`config.mk`:
```
export PLATFORM = sky130hd
export DESIGN_NAME = widen_accumulate_stage
export DESIGN_NICKNAME = d
export VERILOG_FILES = /design/src/rtl/widen_accumulate_stage.sv
export SDC_FILE = /design/constraint.sdc
export NUM_CORES = 1
export LEC_CHECK = 0
export ABC_CLOCK_PERIOD_IN_PS = 8510
export BUFFER_PORTS_ARGS = -buffer_cell sky130_fd_sc_hd__buf_4
export CORE_ASPECT_RATIO = 1.1
export CORE_MARGIN = 3
export CORE_UTILIZATION = 35
export DETAILED_ROUTE_END_ITERATION = 10
export HOLD_SLACK_MARGIN = 0.05
export RECOVER_POWER = 25
export SLEW_MARGIN = 10
export SYNTH_ARGS = -nofsm -noshare
export SYNTH_HDL_FRONTEND = slang
export SYNTH_SLANG_ARGS = --single-unit
```
`constraint.sdc`:
```
create_clock -name clk -period 8.51 [get_ports clk]
set_clock_uncertainty 0.2 [all_clocks]
set_input_delay 1.2765 -clock clk [delete_from_list [all_inputs] [get_ports clk]]
set_output_delay 1.2765 -clock clk [all_outputs]
set_load 0.01 [all_outputs]
```
`src/rtl/widen_accumulate_stage.sv`:
```
// widen_accumulate_stage
//   Registered stage behind the conditional/widening-cast block. Each accepted
//   beat contributes in_wide + zero-extended in_narrow. The stage sums
//   FRAME_LEN beats and then holds the frame result over a valid/ready
//   handshake.
//
// Ports
//   clk, rst      rising-edge clock, synchronous active-high reset
//   in_valid      upstream beat valid
//   in_ready      stage can accept a beat (state only, low during reset)
//   in_narrow     32-bit upstream conditional result, unsigned
//   in_wide       64-bit upstream widened result, unsigned
//   out_valid     frame result valid
//   out_ready     downstream accepts the result
//   out_sum       accumulated sum, modulo 2^64
//   out_trunc32   low 32 bits of out_sum
//   out_sat32     out_sum saturated to 32 bits (unsigned)
//   out_overflow  sticky 64-bit carry-out seen during this frame
//   out_beats     beats accepted in the current frame
module widen_accumulate_stage #(
   parameter int unsigned FRAME_LEN = 4
) (
   input  logic        clk,
   input  logic        rst,
   input  logic        in_valid,
   output logic        in_ready,
   input  logic [31:0] in_narrow,
   input  logic [63:0] in_wide,
   output logic        out_valid,
   input  logic        out_ready,
   output logic [63:0] out_sum,
   output logic [31:0] out_trunc32,
   output logic [31:0] out_sat32,
   output logic        out_overflow,
   output logic [7:0]  out_beats
);

   localparam logic [7:0] FRAME_LEN_B = 8'(FRAME_LEN);

   typedef enum logic [1:0] {IDLE, ACCUM, DONE} state_t;

   state_t      state, state_nxt;
   logic [63:0] acc;
   logic        ovf;
   logic [7:0]  cnt;

   logic        beat_acc, xfer;
   logic [63:0] term, acc_sum;
   logic        c_term, c_acc;
   logic [7:0]  cnt_inc;

   // Two chained 65-bit adds; the top bit of each is its carry-out.
   always_comb begin
      {c_term, term}   = {1'b0, in_wide} + {33'b0, in_narrow};
      {c_acc, acc_sum} = {1'b0, acc} + {1'b0, term};
      cnt_inc          = cnt + 8'd1;
   end

   // ---------------- FSM: state register ----------------
   always_ff @(posedge clk) begin
      if (rst) state <= IDLE;
      else     state <= state_nxt;
   end

   // ---------------- FSM: next state ----------------
   // IDLE and ACCUM behave the same on a beat: cnt is 0 in IDLE, so
   // cnt_inc == FRAME_LEN also covers the FRAME_LEN == 1 case.
   always_comb begin
      state_nxt = state;
      case (state)
         IDLE, ACCUM: if (beat_acc) state_nxt = (cnt_inc == FRAME_LEN_B) ? DONE : ACCUM;
         DONE:        if (xfer)     state_nxt = IDLE;
         default:     state_nxt = IDLE;
      endcase
   end

   // ---------------- FSM: outputs ----------------
   // in_ready depends on state (and reset) only, never on out_ready.
   always_comb begin
      in_ready  = !rst && (state != DONE);
      out_valid = (state == DONE);
      beat_acc  = in_valid && in_ready;
      xfer      = out_valid && out_ready;
   end

   // ---------------- datapath ----------------
   // acc/cnt/ovf are already zero on entry to IDLE, so the first beat needs
   // no special case. Transfer clears them on the same edge that leaves DONE.
   always_ff @(posedge clk) begin
      if (rst || xfer) begin
         acc <= '0;
         cnt <= '0;
         ovf <= 1'b0;
      end else if (beat_acc) begin
         acc <= acc_sum;
         cnt <= cnt_inc;
         ovf <= ovf | c_term | c_acc;
      end
   end

   assign out_sum      = acc;
   assign out_beats    = cnt;
   assign out_overflow = ovf;
   assign out_trunc32  = acc[31:0];
   assign out_sat32    = (ovf || (acc[63:32] != 32'd0)) ? 32'hFFFF_FFFF : acc[31:0];

endmodule

```
==> impl_metrics.toml, run 1 <==
[status]
status = "finished clean"

[yosys]
mappedNetlistArea_sq_um = 9480
synth_edf_count = 0
synth_nets = 1531
synth-seq-area-share = 0.158
avgSynthCellArea_sq_um = 7.12
yosysWarnings = 0
async_reset_ff_frac = 0
synth-seq-cells = 75
synth_cells = 1332
synth_cell_types = 74
synth_flop_cell = "dfxtp_1"

[cells_and_area]
n_antenna_cell = 0
layout_common_cells = "buf_4 (193), nand2_1 (158), a21oi_1 (138)"
nets = 1686
area_growth_pct = 20.5
drive_gt1_frac = 0.158
final_common_cell = "buf_4"

[sta]
relSlewSlack = 0.306
max_freq_ghz = 0.151
fin_crit_ns = 6.60
rsz0062_at_grt = "no"
tightest_slew_ns = 1.03
layout_setup_ws_ns = 1.91
fin_setup_tns_ns = 0
timing.final.crit_share = 0.776
setup_viol = 0
final_hold_viol_count = 0
slew_viol_final = 0

[global_routing]
grt_util_all_layers = 0.212
grt_pass1_vias = 9792
grt_pass1_wl_microns = 50400
grt_max_degree = 59
gr-total-overflow = 0
grt_antenna_before_repair = 0

[worst_setup_path]
cpLargestDelayFamily = "compound AO/OA/AOI/OAI gates"
r2r-start = "out_sum[0]$_SDFFE_PP0P_"
arrival_ns = 6.69
cp-start-kind = "primary input"
timing.rr.end = "out_sum[40]$_SDFFE_PP0P_"
cp-end-kind = "flip-flop"
critPathMaxFanout = 8
max_stage_delay_ns = 0.49
crit_chain = "buf_4, ha_1, inv_1, fa_1, nor2b_1, o31a_2, o31ai_1, o21bai_1, a31oi_1, a211o_1, and4b_1, a211oi_1, xnor2_1, ha_1, nand4_1, or4_1, a2111oi_2, a211oi_1, o21ai_2, a21oi_2, a2111oi_2, o21bai_1"
r2r_cells = 11
cp.required_ns = 8.59
ff2ff_setup_slack_ns = 4.75
worst-path-buf-inv = 2
worstSetupPathType = "primary input to flip-flop"
slowest_stage = "o31ai_1"

[clock_tree]
clk_pin_slew_ns = 0.06
htree_levels = 3
clock_path_buffers = 2
cts_root_buffer = "clkbuf_16"
cts_setup_buffers = 0
cts_inserted_buffers = 9
cts_tree = "yes"
cts-resized-gates = 0
ctsHoldBuffers = 0
clkLatencyLatePin_ns = 0.35
cts.sinks = 75

[power_and_ir_drop]
power_switching_mw = 1.29
peakVddDrop_mv = 0.114
p_comb_frac = 0.613
p_leak_nw = 4.96
clkPwrFrac = 0.178
power_density_nw_per_um2 = 239
internal-power_mw = 1.44
power_switching_share = 0.472
p_seq_frac = 0.209

[floorplanning]
die_y_microns = 179
fp.coreArea_sq_um = 26400
die-area_sq_um = 29100
ios = 239
fp.dieW_microns = 163
initial_core_util = 0.360
rows = 62

[routing]
drc = 0
viasPerCell = 5.46
drtAntennaViolNets = 0
num_vias = 10100
dr.pass1.iters = 5
wl_per_cell_microns = 17.0
drt-total-wl_microns = 31400
dr.first_iter.drc_count = 706

[min_path]
hold-path-cell-count = 1
min_from = "state[1]$_SDFFE_PP0P_"
min_path_type = "flip-flop to flip-flop"
whs_endpoint = "state[0]$_SDFFE_PP0P_"

[job]
maxCapViolCount = 0

[place]
place_ws_ns = 1.56
gp_congestion = 0.933
portBuffers = 238
hpwl_microns = 25400
==> worst register-to-register path: cells and delay by family, from the launching register on <==
kind / cells / cell delay, ns
and+or+nand+nor: 3 / 0.67
adders and majority gates: 2 / 0.65
AOI/OAI and AO/OA: 6 / 1.85
DFF: 1 / 0.35
==> cell usage after synthesis (3+ instances only) <==
| library cell | count | area, sq um |
|---|---|---|
| nand2_1 | 159 | 597 |
| a21oi_1 | 138 | 691 |
| ha_1 | 97 | 1210 |
| o21ai_0 | 86 | 430 |
| nor2_1 | 78 | 293 |
| dfxtp_1 | 75 | 1500 |
| xnor2_1 | 61 | 534 |
| clkbuf_1 | 59 | 221 |
| xor2_1 | 59 | 517 |
| a21o_1 | 47 | 353 |
| inv_1 | 45 | 169 |
| nand2b_1 | 44 | 275 |
| nor3_1 | 39 | 195 |
| nand3_1 | 37 | 185 |
| buf_4 | 33 | 248 |
| nand4_1 | 32 | 200 |
| o21bai_1 | 24 | 180 |
| nor4_1 | 23 | 144 |
| a31oi_1 | 22 | 138 |
| and3_1 | 13 | 81.3 |
| a211oi_1 | 9 | 67.6 |
| nor2b_1 | 9 | 56.3 |
| o21a_1 | 9 | 67.6 |
| o31ai_1 | 9 | 67.6 |
| and2_1 | 8 | 50.1 |
| or3_1 | 8 | 50.1 |
| or4_1 | 8 | 60.1 |
| and4_1 | 6 | 52.6 |
| buf_2 | 6 | 30.0 |
| a21boi_0 | 4 | 30.0 |
| a221oi_1 | 4 | 35.0 |
| a22o_1 | 4 | 35.0 |
| a41oi_1 | 4 | 35.0 |
| o211ai_1 | 4 | 30.0 |
| or2_2 | 4 | 25.0 |
| a31o_2 | 3 | 26.3 |
| a32o_1 | 3 | 30.0 |
| nand3b_1 | 3 | 22.5 |
| nor3b_1 | 3 | 22.5 |
| o2111ai_1 | 3 | 26.3 |
==> metrics by stage <==
step                       util  hold slack, ns  instances  area [sq um]  power, mW
after floorplan               -           0.204       1332          9480       1.75
after global placement    0.427           0.218       1828         11300       2.29
after detailed placement  0.427           0.234       1828         11300       2.28
after CTS                 0.441           0.250       1844         11600       2.78
after global routing      0.433           0.264       1844         11400       2.96
final                     0.433           0.241       1844         11400       2.73
==> sequential cells by signal (all words and copies together) (netlist names) <==
name	cells
out_overflow	1
out_sum	64
out_beats	8
state	2
==> kinds of logic (layout without fill, tap and decap cells) <==
family / Yosys count / count (layout) / share of synthesized area
AO/OA/AOI/OAI: 408 / 408 / 0.274
XOR/XNOR: 120 / 120 / 0.111
adder cells (fa/ha/maj): 99 / 99 / 0.132
buffers and inverters: 147 / 307 / 0.0723
flip-flops: 75 / 75 / 0.158
multiplexers: 1 / 1 / 0.00106
AND/OR/NAND/NOR: 482 / 482 / 0.251
==> per-layer routing <==
metal  vias up  track usage  wire [microns]
li1       5107            -               -
met1      4662        0.279           14400
met2       270        0.375           15300
met3        24       0.0246            1450
met4         0       0.0412             309
met5         -            0               0
==> worst max path at each step <==
| stage | cells after the start | slack, ns | from | to |
|---|---|---|---|---|
| global route | 22 | 1.57 | in_narrow[0] | out_sum[59]$_SDFFE_PP0P_ |
| floorplan | 21 | 2.53 | in_narrow[0] | out_sum[62]$_SDFFE_PP0P_ |
| CTS | 22 | 1.91 | in_narrow[0] | out_sum[59]$_SDFFE_PP0P_ |
| global placement | 21 | 1.52 | in_narrow[0] | out_sum[33]$_SDFFE_PP0P_ |
| detailed placement | 22 | 1.56 | in_narrow[0] | out_sum[59]$_SDFFE_PP0P_ |
| finish | 22 | 1.91 | in_narrow[0] | out_sum[59]$_SDFFE_PP0P_ |
==> layout make-up <==
type	instances	area (sq um)
fill	2843	14900
clock buffer	9	225
timing repair buffer	246	1650
tap	352	440
multi-input combinational	1110	7310
inverter	45	169
sequential	75	1500
clock inverter	7	140
==> power groups by stage <==
stage / Sequential, mW / Clock, mW / Combinational [mW]
global route: 0.586 / 0.511 / 1.87
global placement: 0.579 / 0 / 1.71
detailed placement: 0.580 / 0 / 1.70
floorplan: 0.572 / 0 / 1.18
CTS: 0.573 / 0.495 / 1.71
finish: 0.570 / 0.487 / 1.68
(Power assumes the default switching activity.)
==> run 2: changes to the inputs <==
--- a/config.mk
+++ b/config.mk
@@ -5,7 +5,7 @@
 export SDC_FILE = /design/constraint.sdc
 export NUM_CORES = 1
 export LEC_CHECK = 0
-export ABC_CLOCK_PERIOD_IN_PS = 8510
+export ABC_CLOCK_PERIOD_IN_PS = 5300
 export BUFFER_PORTS_ARGS = -buffer_cell sky130_fd_sc_hd__buf_4
 export CORE_ASPECT_RATIO = 1.1
 export CORE_MARGIN = 3
==> constraint.sdc (replaced) <==
create_clock -name clk -period 5.3 [get_ports clk]
set_clock_uncertainty 0.2 [all_clocks]
set_input_delay 0.795 -clock clk [delete_from_list [all_inputs] [get_ports clk]]
set_output_delay 0.795 -clock clk [all_outputs]
set_load 0.01 [all_outputs]
==> run 2 against run 1 <==
- non-clock buffer count grew 288
- final area grew 22%
- global-route usage grew 1.8 points
- combinational power grew 120%
- sequential power grew 62%
- via count grew 12%
- sequential cell count is the same
- critical path depth grew 3
- utilization grew 9.7 points
- count of clock-buffer cells in the layout grew 2
- register-to-register slack lost 2.8 ns
- clock power grew 25%
==> impl_metrics.toml, run 2 (same netlist as run 1, synthesis figures left out) <==
[global_routing]
grt_max_degree = 43
grt_antenna_before_repair = 0
grt_pass1_vias = 11000
gr-total-overflow = 0
grt_util_all_layers = 0.230
grt_pass1_wl_microns = 55100

[sta]
max_freq_ghz = 0.195
fin_crit_ns = 5.13
slew_viol_final = 0
setup_viol = 0
fin_setup_tns_ns = 0
hold_slack_ns = 0.246
timing.final.crit_share = 0.969
relSlewSlack = 0.340
rsz0062_at_grt = "yes"
tightest_slew_ns = 0.986
final_hold_viol_count = 0
layout_setup_ws_ns = 0.165

[cells_and_area]
n_fill_cell = 2668
final_common_cell = "buf_4"
n_antenna_cell = 0
largest_reg_flops = 64
final_cell_area_sq_um = 14000
area_growth_pct = 47.4
drive_gt1_frac = 0.334
layout_common_cells = "buf_4 (478), nand2_1 (157), a21oi_1 (124)"
nets = 1974
register_area_sq_um = 1500
multi_input_area_sq_um = 7750

[floorplanning]
initial_core_util = 0.360
die_y_microns = 179
ios = 239
fp.dieW_microns = 163
rows = 62
die-area_sq_um = 29100
fp.coreArea_sq_um = 26400

[routing]
drc = 0
dr.first_iter.drc_count = 609
wl_per_cell_microns = 16.3
num_vias = 11300
viasPerCell = 5.28
drt-total-wl_microns = 34600
drtAntennaViolNets = 0
dr.pass1.iters = 5

[worst_setup_path]
critPathLaunch = "in_narrow[0]"
r2r_cells = 12
cp-start-kind = "primary input"
timing.rr.end = "out_sum[46]$_SDFFE_PP0P_"
worst-path-buf-inv = 4
slowest_stage = "a221o_1"
critPathMaxFanout = 4
cpLargestDelayFamily = "compound AO/OA/AOI/OAI gates"
cp-endpoint = "out_sum[62]$_SDFFE_PP0P_"
max_stage_delay_ns = 0.37
r2r-start = "out_sum[0]$_SDFFE_PP0P_"
arrival_ns = 5.22
crit_top_cell = "buf_4"
cp.required_ns = 5.38
cp-end-kind = "flip-flop"
worstSetupPathType = "primary input to flip-flop"
ff2ff_setup_slack_ns = 1.96
critical_path_cell_count = 25

[place]
dpl_cell_area_sq_um = 13300
place_ws_ns = -0.861
hpwl_microns = 27900
portBuffers = 238
gp_congestion = 0.957

[clock_tree]
cts_tree = "yes"
clock_path_buffers = 2
cts_inserted_buffers = 9
clkLatencyLatePin_ns = 0.35
cts.sinks = 75
cts_root_buffer = "clkbuf_16"
clk_pin_slew_ns = 0.06
htree_levels = 3

[power_and_ir_drop]
peakVddDrop_mv = 0.216
power_density_nw_per_um2 = 375
p_leak_nw = 6.45

[min_path]
min_path_type = "flip-flop to flip-flop"
hold-path-cell-count = 1

[status]
status = "finished clean"

[job]
maxCapViolCount = 0
==> run 2: timing repair <==
action / in CTS / in global routing
buffers inserted: 12 / 7
pin swaps: 27 / 60
endpoints found under the setup margin: 32 / 34
hold buffers: 0 / 0
resized for setup: 43 / 64
==> run 2: report_power, final <==
part	internal, mW	switching [mW]
clock network	0.340	0.268
registers	0.709	0.214
logic	1.83	1.88
==> run 2: worst min-delay path by stage <==
stage,start,to,slack [ns]
floorplan,state[1]$_SDFFE_PP0P_,state[0]$_SDFFE_PP0P_,0.20
global placement,state[1]$_SDFFE_PP0P_,state[0]$_SDFFE_PP0P_,0.22
detailed placement,state[1]$_SDFFE_PP0P_,state[0]$_SDFFE_PP0P_,0.23
CTS,state[1]$_SDFFE_PP0P_,state[0]$_SDFFE_PP0P_,0.24
global route,state[1]$_SDFFE_PP0P_,state[0]$_SDFFE_PP0P_,0.28
finish,state[1]$_SDFFE_PP0P_,state[0]$_SDFFE_PP0P_,0.25
==> run 2: per-stage QoR <==
step | utilization | instances | power (mW)
floorplan | - | 1332 | 2.83
global placement | 0.505 | 2099 | 4.43
detailed placement | 0.505 | 2099 | 4.46
CTS | 0.526 | 2127 | 5.18
global route | 0.530 | 2132 | 5.65
finish | 0.530 | 2132 | 5.24
==> run 2: layout make-up <==
type | instances | share of cell area
Clock buffer | 11 | 0.0181
Clock inverter | 5 | 0.00197
Inverter | 45 | 0.0121
Multi-Input combinational cell | 1110 | 0.554
Sequential cell | 75 | 0.107
Tap cell | 352 | 0.0315
Timing Repair Buffer | 534 | 0.275
==> run 2: layer usage <==
| layer | track usage | wire (microns) | up-vias |
|---|---|---|---|
| li1 | - | - | 5671 |
| met1 | 0.298 | 15400 | 5237 |
| met2 | 0.403 | 16900 | 300 |
| met3 | 0.0253 | 1700 | 44 |
| met4 | 0.0684 | 651 | 0 |
| met5 | 0 | 0 | - |
==> run 2: worst register-to-register path, delay by kind of cell, from the launching register on <==
kind	cells	cell delay [ns]
fa+ha+maj	2	0.66
compound gates	7	1.53
xor+xnor	1	0.16
simple gates	1	0.20
flops	1	0.35
buf+inv	1	0.14
==> run 3: changes to the inputs <==
--- a/config.mk
+++ b/config.mk
@@ -7,12 +7,11 @@
 export LEC_CHECK = 0
 export ABC_CLOCK_PERIOD_IN_PS = 5300
 export BUFFER_PORTS_ARGS = -buffer_cell sky130_fd_sc_hd__buf_4
-export CORE_ASPECT_RATIO = 1.1
+export CORE_ASPECT_RATIO = 0.6
 export CORE_MARGIN = 3
 export CORE_UTILIZATION = 35
 export DETAILED_ROUTE_END_ITERATION = 10
 export HOLD_SLACK_MARGIN = 0.05
-export RECOVER_POWER = 25
 export SLEW_MARGIN = 10
 export SYNTH_ARGS = -nofsm -noshare
 export SYNTH_HDL_FRONTEND = slang
==> run 3 against run 2 <==
- maximum frequency down 2.9%
- routed wire length grew 13%
- sequential power up 1%
- cell count increased by 1.4%
- highest routed layer unchanged
- count of clock-buffer cells in the layout is 2 higher
- final area up 5.9%
- clock power grew 13%
- largest cell class unchanged
- critical path depth shrank 1
- combinational power is 9.2% higher
- die area increased by 0.22%
- via count up 5.5%
==> impl_metrics.toml, run 3 (same netlist as run 1, synthesis figures left out) <==
[global_routing]
grt_util_all_layers = 0.254
grt_antenna_before_repair = 0
met1_usage = 0.400
grt_util_met2 = 0.354
gr-total-overflow = 0
grt_max_degree = 48
grt_pass1_vias = 10800
grt_pass1_wl_microns = 59400
top_usage_layer = "met1"
grtUsageMet3 = 0.0458

[sta]
relSlewSlack = 0.274
max_freq_ghz = 0.189
fin_crit_ns = 5.29
slew_viol_final = 0
timing.final.crit_share = 0.998
final_hold_viol_count = 0
fin_setup_tns_ns = 0
tightest_slew_ns = 1.09
rsz0062_at_grt = "yes"
setup_viol = 0

[worst_setup_path]
arrival_ns = 5.36
critical_path_cell_count = 24
r2r-start = "out_sum[0]$_SDFFE_PP0P_"
cp-end-kind = "flip-flop"
timing.rr.end = "out_sum[40]$_SDFFE_PP0P_"
worstSetupPathType = "primary input to flip-flop"
critPathMaxFanout = 5
cp-start-kind = "primary input"
cp-endpoint = "out_sum[59]$_SDFFE_PP0P_"
r2r_cells = 11
cp.required_ns = 5.37
ff2ff_setup_slack_ns = 1.69
critPathLaunch = "in_narrow[0]"
max_stage_delay_ns = 0.61
cpLargestDelayFamily = "compound AO/OA/AOI/OAI gates"
worst-path-buf-inv = 4
slowest_stage = "or4_4"
crit_chain = "buf_6, ha_4, inv_2, fa_2, nor2b_2, o31a_2, o31ai_4, o21bai_1, a31oi_1, buf_4, a211o_1, and4b_1, a211oi_2, xnor2_1, ha_1, nand4_1, or4_4, a2111oi_4, a211oi_2, buf_4, o21ai_4, a21oi_4, a2111oi_4, o21bai_1"

[power_and_ir_drop]
power_density_nw_per_um2 = 383
clkPwrFrac = 0.121
p_leak_nw = 6.85
p_comb_frac = 0.714
power_switching_mw = 2.57
peakVddDrop_mv = 0.220
internal-power_mw = 3.11
power_switching_share = 0.453
p_seq_frac = 0.165

[floorplanning]
rows = 45
initial_core_util = 0.365
fp.dieW_microns = 219
die-area_sq_um = 29200
die_y_microns = 134
ios = 239
fp.coreArea_sq_um = 26000

[place]
gp_congestion = 0.985
dp_cells = 2109
hpwl_microns = 30700
portBuffers = 238

[routing]
drt-total-wl_microns = 39100
num_vias = 11900
dr.pass1.iters = 6
dr.first_iter.drc_count = 1207
drc = 0
viasPerCell = 5.49
wl_per_cell_microns = 18.1
drtAntennaViolNets = 0

[cells_and_area]
drive_gt1_frac = 0.403
n_fill_cell = 2425
area_growth_pct = 56.2
layout_common_cells = "buf_4 (552), nand2_1 (155), a21oi_1 (113)"
final_common_cell = "buf_4"
nets = 2004
post-route-util = 0.571
n_antenna_cell = 0
final_cells = 2162
largest_reg_flops = 64

[clock_tree]
clock_path_buffers = 2
htree_levels = 3
cts_tree = "yes"
cts_root_buffer = "clkbuf_16"
clk_pin_slew_ns = 0.06
clkLatencyLatePin_ns = 0.36
cts_inserted_buffers = 9
cts.sinks = 75
ctsHoldBuffers = 0

[job]
maxCapViolCount = 0

[status]
status = "finished clean"

[min_path]
min_path_type = "flip-flop to flip-flop"
hold-path-cell-count = 1
run 3: layout make-up:
cell class	instances	area (sq um)	area share
sequential	75	1500	0.101
clock inverter	3	45.0	0.00304
clock buffer	13	270	0.0182
inverter	45	169	0.0114
timing repair buffer	564	4300	0.290
tap	352	440	0.0297
multi-input combinational	1110	8090	0.546
run 3: timing repair:
action,in CTS,in global routing
hold endpoints to repair,0,0
endpoints found under the setup margin,30,35
cloned,0,0
gates resized for setup,21,162
pin swaps,12,77
setup buffers,5,34
run 3: power by group through the flow:
stage                     Combinational [mW]  Sequential (mW)  Clock (mW)
after floorplan                         1.91            0.919           0
after global placement                  3.54            0.935           0
after detailed placement                3.57            0.938           0
after CTS                               3.64            0.929       0.697
after global routing                    4.38            0.955       0.720
final                                   4.05            0.934       0.688
run 3: worst min path at each step:
stage | startpoint | end | slack [ns]
2_1_floorplan | state[1]$_SDFFE_PP0P_ | state[0]$_SDFFE_PP0P_ | 0.20
3_3_place_gp | state[1]$_SDFFE_PP0P_ | state[0]$_SDFFE_PP0P_ | 0.21
3_5_place_dp | state[1]$_SDFFE_PP0P_ | state[0]$_SDFFE_PP0P_ | 0.24
4_1_cts | state[1]$_SDFFE_PP0P_ | state[0]$_SDFFE_PP0P_ | 0.24
5_1_grt | state[1]$_SDFFE_PP0P_ | state[0]$_SDFFE_PP0P_ | 0.27
6_report | state[1]$_SDFFE_PP0P_ | state[0]$_SDFFE_PP0P_ | 0.24
run 3: routing by layer:
layer  wire length (microns)  vias to the layer above  part of all wire
met4                     589                        0             0.015
met1                   19300                     5575              0.49
met2                   16000                      509              0.41
met3                    3260                       45             0.083
met5                       0                        -                 0
li1                        -                     5744                 -
run 3: metrics by stage:
stage / setup WS, ns / hold WS (ns) / cell area (sq um) / total power [mW]
6_report: 0.00938 / 0.244 / 14800 / 5.67
5_1_grt: -0.177 / 0.270 / 14800 / 6.05
4_1_cts: 0.00692 / 0.243 / 13900 / 5.26
3_5_place_dp: -0.722 / 0.240 / 13400 / 4.51
3_3_place_gp: -0.604 / 0.213 / 13400 / 4.48
2_1_floorplan: -0.0310 / 0.204 / 9500 / 2.83
